<file path="src/rtl/freq_meter_pkg.sv">
// Shared types and constants for the gated frequency meter.
// Range codes, divider ratio and the measurement FSM states.
package freq_meter_pkg;

  typedef enum logic [1:0] {
    ST_CLEAR = 2'd0,
    ST_GATE  = 2'd1,
    ST_LATCH = 2'd2
  } state_e;

  localparam logic RANGE_X1    = 1'b0;
  localparam logic RANGE_DIV10 = 1'b1;

  localparam int unsigned DIV_RATIO = 10;

endpackage

</file>
<file path="src/rtl/freq_meter_auto_bcd_counter.sv">
// Cascaded decimal counter with ripple carry inside one cycle.
// Saturates at all nines and raises ovf instead of wrapping.
module bcd_counter #(
  parameter int unsigned DIGITS = 4
) (
  input  logic                sysclk,
  input  logic                rst,
  input  logic                clr,
  input  logic                inc,
  output logic [4*DIGITS-1:0] count,
  output logic                ovf
);

  logic [4*DIGITS-1:0] cnt_q;
  logic [4*DIGITS-1:0] cnt_d;
  logic                ovf_q;
  logic                ovf_d;
  logic                all9;
  logic                carry;

  always_comb begin
    all9 = 1'b1;
    for (int i = 0; i < int'(DIGITS); i++) begin
      if (cnt_q[4*i +: 4] != 4'd9) all9 = 1'b0;
    end
  end

  always_comb begin
    cnt_d = cnt_q;
    ovf_d = ovf_q;
    carry = 1'b0;
    if (clr) begin
      cnt_d = '0;
      ovf_d = 1'b0;
    end else if (inc && all9) begin
      ovf_d = 1'b1;
    end else begin
      carry = inc;
      for (int i = 0; i < int'(DIGITS); i++) begin
        if (carry) begin
          if (cnt_q[4*i +: 4] == 4'd9) begin
            cnt_d[4*i +: 4] = 4'd0;
          end else begin
            cnt_d[4*i +: 4] = cnt_q[4*i +: 4] + 4'd1;
            carry = 1'b0;
          end
        end
      end
    end
  end

  always_ff @(posedge sysclk or negedge rst) begin
    if (!rst) begin
      cnt_q <= '0;
      ovf_q <= 1'b0;
    end else begin
      cnt_q <= cnt_d;
      ovf_q <= ovf_d;
    end
  end

  assign count = cnt_q;
  assign ovf   = ovf_q;

endmodule

</file>
<file path="src/rtl/freq_meter_auto.sv">
// Gated edge counter with x1 / div10 ranges and auto-ranging.
// Publishes a packed BCD result with a one-cycle valid pulse.
module freq_meter_auto
  import freq_meter_pkg::*;
#(
  parameter int unsigned GATE_CYCLES = 50_000_000,
  parameter int unsigned DIGITS      = 4
) (
  input  logic                sysclk,
  input  logic                rst,
  input  logic                sig_in,
  input  logic                auto_en,
  input  logic                range_sel,
  output logic [4*DIGITS-1:0] bcd_out,
  output logic                range_out,
  output logic                overflow,
  output logic                valid
);

  localparam int unsigned TW = $clog2(GATE_CYCLES);

  logic [2:0]          sync_q;
  logic [2:0]          sync_d;
  logic                edge_p;

  state_e              state_q;
  state_e              state_d;
  logic [TW-1:0]       timer_q;
  logic [TW-1:0]       timer_d;
  logic [3:0]          presc_q;
  logic [3:0]          presc_d;
  logic                range_q;
  logic                range_d;
  logic                mode_q;
  logic                mode_d;
  logic                auto_q;
  logic                auto_d;

  logic [4*DIGITS-1:0] bcd_q;
  logic [4*DIGITS-1:0] bcd_d;
  logic                rout_q;
  logic                rout_d;
  logic                ovfo_q;
  logic                ovfo_d;
  logic                valid_q;
  logic                valid_d;

  logic                clr;
  logic                inc;
  logic                publish;
  logic [4*DIGITS-1:0] cnt;
  logic                cnt_ovf;

  // Two sync stages, third stage is the edge-detect history.
  assign sync_d = {sync_q[1:0], sig_in};
  assign edge_p = sync_q[1] & ~sync_q[2];

  bcd_counter #(
    .DIGITS (DIGITS)
  ) u_cnt (
    .sysclk (sysclk),
    .rst    (rst),
    .clr    (clr),
    .inc    (inc),
    .count  (cnt),
    .ovf    (cnt_ovf)
  );

  always_comb begin
    state_d = state_q;
    timer_d = timer_q;
    presc_d = presc_q;
    range_d = range_q;
    mode_d  = mode_q;
    auto_d  = auto_q;
    bcd_d   = bcd_q;
    rout_d  = rout_q;
    ovfo_d  = ovfo_q;
    valid_d = 1'b0;
    clr     = 1'b0;
    inc     = 1'b0;
    publish = 1'b0;
    unique case (state_q)
      ST_CLEAR: begin
        clr     = 1'b1;
        timer_d = '0;
        presc_d = '0;
        mode_d  = auto_en;
        range_d = auto_en ? auto_q : range_sel;
        state_d = ST_GATE;
      end
      ST_GATE: begin
        if (edge_p) begin
          if (range_q == RANGE_X1) begin
            inc = 1'b1;
          end else if (presc_q == 4'(DIV_RATIO - 1)) begin
            inc     = 1'b1;
            presc_d = '0;
          end else begin
            presc_d = presc_q + 4'd1;
          end
        end
        timer_d = timer_q + 1'b1;
        if (timer_q == TW'(GATE_CYCLES - 1)) state_d = ST_LATCH;
      end
      ST_LATCH: begin
        state_d = ST_CLEAR;
        publish = 1'b1;
        if (mode_q) begin
          // Overrange in x1 is discarded and remeasured in div10.
          if (range_q == RANGE_X1 && cnt_ovf) begin
            auto_d  = RANGE_DIV10;
            publish = 1'b0;
          end else if (range_q == RANGE_DIV10 &&
                       cnt[4*DIGITS-1 -: 4] == 4'd0) begin
            auto_d = RANGE_X1;
          end
        end
        if (publish) begin
          bcd_d   = cnt;
          rout_d  = range_q;
          ovfo_d  = cnt_ovf;
          valid_d = 1'b1;
        end
      end
      default: state_d = ST_CLEAR;
    endcase
  end

  always_ff @(posedge sysclk or negedge rst) begin
    if (!rst) begin
      sync_q  <= '0;
      state_q <= ST_CLEAR;
      timer_q <= '0;
      presc_q <= '0;
      range_q <= RANGE_X1;
      mode_q  <= 1'b0;
      auto_q  <= RANGE_X1;
      bcd_q   <= '0;
      rout_q  <= 1'b0;
      ovfo_q  <= 1'b0;
      valid_q <= 1'b0;
    end else begin
      sync_q  <= sync_d;
      state_q <= state_d;
      timer_q <= timer_d;
      presc_q <= presc_d;
      range_q <= range_d;
      mode_q  <= mode_d;
      auto_q  <= auto_d;
      bcd_q   <= bcd_d;
      rout_q  <= rout_d;
      ovfo_q  <= ovfo_d;
      valid_q <= valid_d;
    end
  end

  assign bcd_out   = bcd_q;
  assign range_out = rout_q;
  assign overflow  = ovfo_q;
  assign valid     = valid_q;

endmodule
</file>
<file path="config.mk">
export PLATFORM = sky130hd
export DESIGN_NAME = freq_meter_auto
export DESIGN_NICKNAME = d
export VERILOG_FILES = /design/src/rtl/freq_meter_pkg.sv /design/src/rtl/freq_meter_auto_bcd_counter.sv /design/src/rtl/freq_meter_auto.sv
export SDC_FILE = /design/constraint.sdc
export NUM_CORES = 1
export LEC_CHECK = 0
export ABC_AREA = 1
export CAP_MARGIN = 20
export CELL_PAD_IN_SITES_DETAIL_PLACEMENT = 0
export CELL_PAD_IN_SITES_GLOBAL_PLACEMENT = 1
export CORE_ASPECT_RATIO = 1.4
export CORE_MARGIN = 4
export CORE_UTILIZATION = 44
export DETAILED_ROUTE_END_ITERATION = 12
export GPL_TIMING_DRIVEN = 0
export PLACE_DENSITY_LB_ADDON = 0.1
export SETUP_SLACK_MARGIN = 0.02
export SYNTH_ARGS = -nofsm -noshare
export SYNTH_HDL_FRONTEND = slang
export SYNTH_SLANG_ARGS = --single-unit
</file>
<file path="constraint.sdc">
create_clock -name sysclk -period 1.7 [get_ports sysclk]
set_input_delay 0.34 -clock sysclk [delete_from_list [all_inputs] [get_ports sysclk]]
set_output_delay 0.34 -clock sysclk [all_outputs]
set_load 0.005 [all_outputs]
</file>
==> Word level (Yosys, flattened, before mapping) <==
Index checks and enable logic that the tools add are counted.
{ "totals": {"register_bits": 74, "in_bits": 5, "out_inout_bits": 19, "wordCells": 108} }
{ "classes": {"addsub": 6, "eq_ne": 16, "n_mux": 48, "bitwise_logic": 3, "n_reduce_logical": 19} }
{ "op_table": {"columns": ["cell", "n"], "rows": [
  ["$pmux 26 s2", 1],
  ["$mux 4", 11],
  ["$mux 16", 2],
  ["$mux 1", 31],
  ["$add 26x1->26 const B", 1],
  ["$eq 26x26->1 const B", 1],
  ["$add 4x1->4 const B", 5],
  ["$eq 4x4->1 const B", 5],
  ["$ne 4x4->1 const B", 4],
  ["$reduce_bool 2->1", 7],
  ["$reduce_and 2->1", 5],
  ["$ne 2x2->1 const B", 4],
  ["$pmux 4 s2", 1],
  ["$reduce_and 3->1", 2],
  ["$logic_not 4->1", 1],
  ["$pmux 2 s2", 1],
  ["$logic_and 1x1->1", 3],
  ["$eq 2x1->1 const B", 1],
  ["$eq 2x2->1 const B", 1],
  ["$logic_not 2->1", 1],
  ["$mux 2", 1],
  ["$not 1->1", 2],
  ["$and 1x1->1", 1]
]} }

==> Depth between registers and ports, before layout <==
{ "depth": {"ltp_word": 17, "depth_mapped": 10} }

==> Hierarchy <==
From an unflattened synthesis, not the netlist that was laid out.
{ "unflattened": {"cells_unflattened": 525, "hier_area_um2": 3976.3} }
{ "by_module_without_submodules": {"columns": ["module", "instances", "cells_each", "area_each_um2"], "rows": [
  ["freq_meter_auto", 1, 384, 2904.0],
  ["bcd_counter", 1, 141, 1072.3]
]} }

==> Worst setup path before layout <==
No wires, ideal clock.
{ "synth_path": {"kind": "reg2reg", "startpoint": "register u_cnt.cnt_q[5], in the netlist u_cnt.count[5]", "endpoint": "register u_cnt.cnt_q[10], in the netlist u_cnt.count[10]", "setup_ns": 0.065, "t_arrival_ns": 1.382, "setup_slack_ns": 0.253, "stages_incl_launch_ff": 11, "path_buffers": 0, "synth_period_minus_slack_ns": 1.447, "path_cell_list": "dfrtp_1 inv_1 ha_1 nand2_1 nor2_1 nand3_1 nor2_1 nand2_1 nand2_1 nand2_1 nand2_1"} }
{ "synth_via": {"elab_chain_cells": 7, "elab_cells_between_ends": 13, "classes_between": "eq/ne (3); mux (7); reduce/logical (3)"} }
{ "synth_rtl": {"columns": ["element", "line_no", "source"], "rows": [
  ["start, declared", "freq_meter_auto_bcd_counter.sv:14", "logic [4*DIGITS-1:0] cnt_q;"],
  ["start signal, assigned", "freq_meter_auto_bcd_counter.sv:57", "cnt_q <= cnt_d;"],
  ["$eq 4x4->1 or $ne 4x4->1 (tied branches)", "freq_meter_auto_bcd_counter.sv:41, freq_meter_auto_bcd_counter.sv:24", null],
  ["$mux 1, on equally long branches", "freq_meter_auto_bcd_counter.sv:41, freq_meter_auto_bcd_counter.sv:24", null],
  ["$mux 1, on equally long branches", "freq_meter_auto_bcd_counter.sv:40, freq_meter_auto_bcd_counter.sv:24", null],
  ["$mux 1, on equally long branches", "freq_meter_auto_bcd_counter.sv:35, freq_meter_auto_bcd_counter.sv:24", null],
  ["$mux 1 or $logic_and 1x1->1 (tied branches)", "freq_meter_auto_bcd_counter.sv:32, freq_meter_auto_bcd_counter.sv:35", null],
  ["$reduce_bool 2->1 (no line) or $ne 2x2->1 (tied branches)", null, null],
  ["$reduce_and 2->1 (no line) (*)", null, null]
]} }
Every way passes the cells marked *; elsewhere a longest branch is shown, timed or not. The select of a mux whose other input is x is not followed.
A chain may end at the register's enable or synchronous reset.

==> Worst setup path after layout <==
{ "layout_path": {"startpoint": "register presc_q[1]", "endpoint": "register u_cnt.cnt_q[14], in the netlist u_cnt.count[14]"} }
{ "layout_via": {"elab_chain_cells": 16, "elab_cells_between_ends": 18, "classes_between": "eq/ne (2); mux (13); reduce/logical (3)"} }
{ "layout_rtl": {"columns": ["element", "line_no", "source"], "rows": [
  ["start, declared", "freq_meter_auto.sv:30", "logic [3:0] presc_q;"],
  ["start signal, assigned", "freq_meter_auto.sv:147", "presc_q <= presc_d;"],
  ["$eq 4x4->1 (*)", "freq_meter_auto.sv:96", "end else if (presc_q == 4'(DIV_RATIO - 1)) begin"],
  ["$mux 1 (*)", "freq_meter_auto.sv:96", null],
  ["$mux 1 (*)", "freq_meter_auto.sv:94", "if (range_q == RANGE_X1) begin"],
  ["$mux 1 (*)", "freq_meter_auto.sv:93", "if (edge_p) begin"],
  ["$mux 1 (*)", "freq_meter_auto.sv:83", "unique case (state_q)"],
  ["$mux 1", "freq_meter_auto_bcd_counter.sv:40", "if (carry) begin"],
  ["$mux 1", "freq_meter_auto_bcd_counter.sv:35", "end else if (inc && all9) begin"],
  ["$mux 1", "freq_meter_auto_bcd_counter.sv:32", "if (clr) begin"],
  ["$mux 1", "freq_meter_auto_bcd_counter.sv:40", null],
  ["$mux 1", "freq_meter_auto_bcd_counter.sv:35", null],
  ["$mux 1", "freq_meter_auto_bcd_counter.sv:32", null],
  ["$mux 1", "freq_meter_auto_bcd_counter.sv:40", null],
  ["$mux 1", "freq_meter_auto_bcd_counter.sv:35", null],
  ["$mux 1", "freq_meter_auto_bcd_counter.sv:32", null],
  ["$reduce_bool 2->1 (no line)", null, null],
  ["$reduce_and 2->1 (no line) (*)", null, null]
]} }
Marked as above.

==> summary.md <==
| Metric | Value |
|---|---|
| Critical Path AT | 1.78 ns |
| Synthesized area | between 3000 and 4000 um^2 |
| Post-synthesis register bit count | 74 |
| Power Density | about 850 nW/um^2 |
| Largest net degree at the start of global routing | 50 |
| Via-to-Cell Ratio | 5.18 |
| Worst setup margin | 0.141 ns |
| Critical Path Source Type | flop |
| Core Region | slightly below 9000 um^2 |
| Largest stage delay, worst path | 0.38 ns |
| Starting density of the core | 0.457 |
| Register area share after synthesis | 0.465 |
| Status | complete, no violations |
| Final setup fails | 0 |
| Routed len/inst | 14.5 um |
| Clock H-tree levels | 3 |
| Unrepaired setup endpoints after global routing | yes |
| Area Overhead vs Synth | 21.1% |
| Number of synthesis warnings | 0 |
| DRT iter0 DRCs | between 100 and 150 |
| Max-Cap Viols | 0 |
| Dpl ws | -0.120 ns |
| GRT overflow | 0 |
| Overall Power | between 4 and 5 mW |
| CTS buffer count | 9 |
| CP Cell Sequence | inv_1, ha_1, nand3_2, nand2_2, nand2_2, nor2_4, nand2_4, buf_6, nand4_1, nand2_1 |
| FF-to-FF path depth | 10 |
| Number of port buffers | 23 |
| Final TNS setup | 0 ns |
| Crit path to | u_cnt.count[14]$_DFFE_PN0P_ |
| Max clock buf depth | 2 |
| Met2 Use GR | 0.366 |
| CP dominant cell by count | nand2_2 |
| R2R Path Start | presc_q[1]$_DFFE_PN0P_ |
| Minimum clock period | about 1.6 ns |
| Chip Height | around 120 um |
| Area contributors post-synth | dfrtp_1 (46%), nand2_1 (17%), nor2_1 (5.6%) |
| Ant. Diodes | 0 |
| Clock Root Buffer | clkbuf_16 |
| First-pass GRT wire length | 16,600 um |
| Final slew viol count | 0 |
| Worst-case clock skew | 0.00678 ns |
| Peak Freq | about 0.64 GHz |
| Initial antenna violation count | 0 |
| Pleak | ~2.2 nW |
| I/O Pins | 24 |
| Synth cell types | 31 |
| Crit path launch | presc_q[1]$_DFFE_PN0P_ |
| GP Congestion | between 0.8 and 0.9 |
| Total wire length | 9850 um |
| Net count, final | between 500 and 600 |
| Chip width | about 90 um |
| Grt met1 use | 0.227 |
| # DRC | 0 |
| Slew headroom | 0.665 |
| FF-to-FF setup slack | ~0.14 ns |
| GR Layer Usage met3 | 0.0361 |
| Mean Syn Cell Area | 7.59 um^2 |
| Worst slew pin tran | ~0.5 ns |
| Final HPWL DP | roughly 7300 um |
| Post-Syn Nets | 542 |
| Final hold violations | 0 |
| Layout cell share with drive strength beyond 1 | 0.129 |
| Floorplan row count | 40 |
| CP max FO | 6 |
| Kind of critical path | flop to flop |
| Post-synth top area share | 0.465 |
| Worst skew pair latency | 0.33 ns |
| Slowest CP cell | dfrtp_1 |
| GRT Util Overall | 0.201 |
| CTS tree | built |
| CP Depth | 10 |
| Die ar. | around 11,000 um^2 |
| CTS Sinks | 74 |
| Number of global-route vias before repair | roughly 3,500 |
| Clock-pin slew on the worst setup and hold paths | about 0.060 ns |
| Fill cells | between 800 and 900 |
| Worst vdd ir | around 0.00065 V |
| Critical path's top delay family | simple AND/OR/NAND/NOR gates |
| Worst setup EP type | flop |
| Fin crit share | 0.917 |
| DRT antenna net count | 0 |
| Routed vias | about 3,500 |
| RR Endpoint | u_cnt.count[14]$_DFFE_PN0P_ |
| HP Class | flop to flop |
| Worst EP required | 1.92 ns |
| Area leader, netlist | dfrtp_1 |
| Pre-antenna DRT Iters | 4 |
| Gate Count Post-Synth | ~530 |
| GRT Max-Usage Layer | met2 |
| Critical path buffers and inverters | 2 |
==> final cells by class <==
class                   count  area [um^2]  area share
multi-input cells         392         1980       0.410
flip-flops and latches     74         1860       0.385
repair buffers             34          337      0.0698
clock buffers              12          256      0.0532
inverters                  50          195      0.0405
well taps                 105          131      0.0272
plain buffers               9         53.8      0.0112
clock inverters             3         15.0     0.00311
==> sequential cells by signal, indices dropped and copies added, names as in the netlist <==
signal / count
state_q: 2
range_q: 1
timer_q: 26
overflow: 1
range_out: 1
auto_q: 1
valid: 1
presc_q: 4
sync_q: 3
u_cnt.ovf: 1
mode_q: 1
u_cnt.count: 16
bcd_out: 16
==> per-stage QoR <==
step                       util  area, um^2  hold slack (ns)  std cells
after floorplan               -        3980           0.0444        525
after global placement    0.499        4340            0.332        653
after detailed placement  0.502        4370            0.291        654
after CTS                 0.536        4670            0.351        671
after global routing      0.554        4820            0.365        679
final                     0.554        4820            0.348        679
==> cell families after synthesis <==
family	after synthesis	synth area share
buffers and inverters	59	0.0603
XOR/XNOR	7	0.0154
adder cells (fa/ha/maj)	12	0.0377
AND/OR/NAND/NOR	319	0.349
AO/OA/AOI/OAI	54	0.0723
flip-flops	74	0.465
==> synth_stat cells <==
cell,number
nor2_1,59
nand3b_1,2
nand3_2,2
nor2_4,4
nand2_2,2
ha_1,12
nor2_2,2
buf_2,2
inv_2,1
o22ai_1,2
nand4_1,12
nand3_1,36
a22o_1,1
nand2_4,4
buf_4,3
inv_6,1
clkbuf_1,3
a31oi_1,2
nor3b_1,3
nor3_1,14
xor2_1,5
o21ai_0,29
buf_1,1
nand2_1,179
o21ai_2,1
inv_1,48
a21oi_1,11
xnor2_1,2
o21ai_1,6
dfrtp_1,74
o31ai_1,2
==> what timing repair did <==
| item | in CTS | in global routing |
|---|---|---|
| hold buffers | 1 | 0 |
| gates resized for setup | 4 | 36 |
| endpoints found under the hold margin | 25 | 0 |
| pin swaps | 1 | 8 |
| setup buffers | 1 | 8 |
| setup endpoints to repair | 15 | 40 |
==> layer usage <==
metal / wire length (um) / vias up
met3: 239 / 14
li1: - / 1774
met4: 242 / 0
met2: 5250 / 47
met1: 4110 / 1681
met5: 0 / -
==> layout by cell type, fill, tap and decap left out, types with 2 or more instances in the layout <==
cell type        count
xnor2_1              2
clkdlybuf4s50_1     22
clkbuf_16            9
dfrtp_1             70
dfrtp_2              4
xor2_1               5
nor3_1              14
clkbuf_8             2
o21ai_0             29
nand4_1             12
nand2_1            172
ha_4                 2
o31ai_1              2
nand2_4              5
nor3b_1              3
buf_6                2
buf_2                2
inv_1               44
nor2_1              53
nand3b_1             2
clkinv_2             3
nor2_2               5
inv_2                5
o21ai_1              6
clkbuf_1             2
nand3_1             34
nand2_2              8
a21oi_1             11
nor2_4               7
nand3_2              4
buf_4               11
ha_1                10
a31oi_1              2
clkbuf_2             2
o22ai_1              2
==> report_power, final <==
part | internal, mW | leakage (nW) | switching, mW | total [mW]
clock | 1.05 | 0.138 | 0.697 | 1.75
sequential | 1.85 | 0.992 | 0.105 | 1.96
combinational | 0.181 | 1.11 | 0.221 | 0.402
==> how the worst min path moves through the flow <==
stage | start | endpoint | slack [ns] | cells after the start
final | sync_q[0]$_DFF_PN0_ | sync_q[1]$_DFF_PN0_ | 0.35 | 0
after global routing | sync_q[0]$_DFF_PN0_ | sync_q[1]$_DFF_PN0_ | 0.37 | 0
after global placement | sync_q[0]$_DFF_PN0_ | sync_q[1]$_DFF_PN0_ | 0.33 | 0
after detailed placement | rst | timer_q[25]$_DFFE_PN0P_ | 0.29 | 1
after floorplan | rst | auto_q$_DFFE_PN0P_ | 0.04 | 0
after CTS | sync_q[0]$_DFF_PN0_ | sync_q[1]$_DFF_PN0_ | 0.35 | 0
Note: power is estimated with default switching activity, not from simulation.
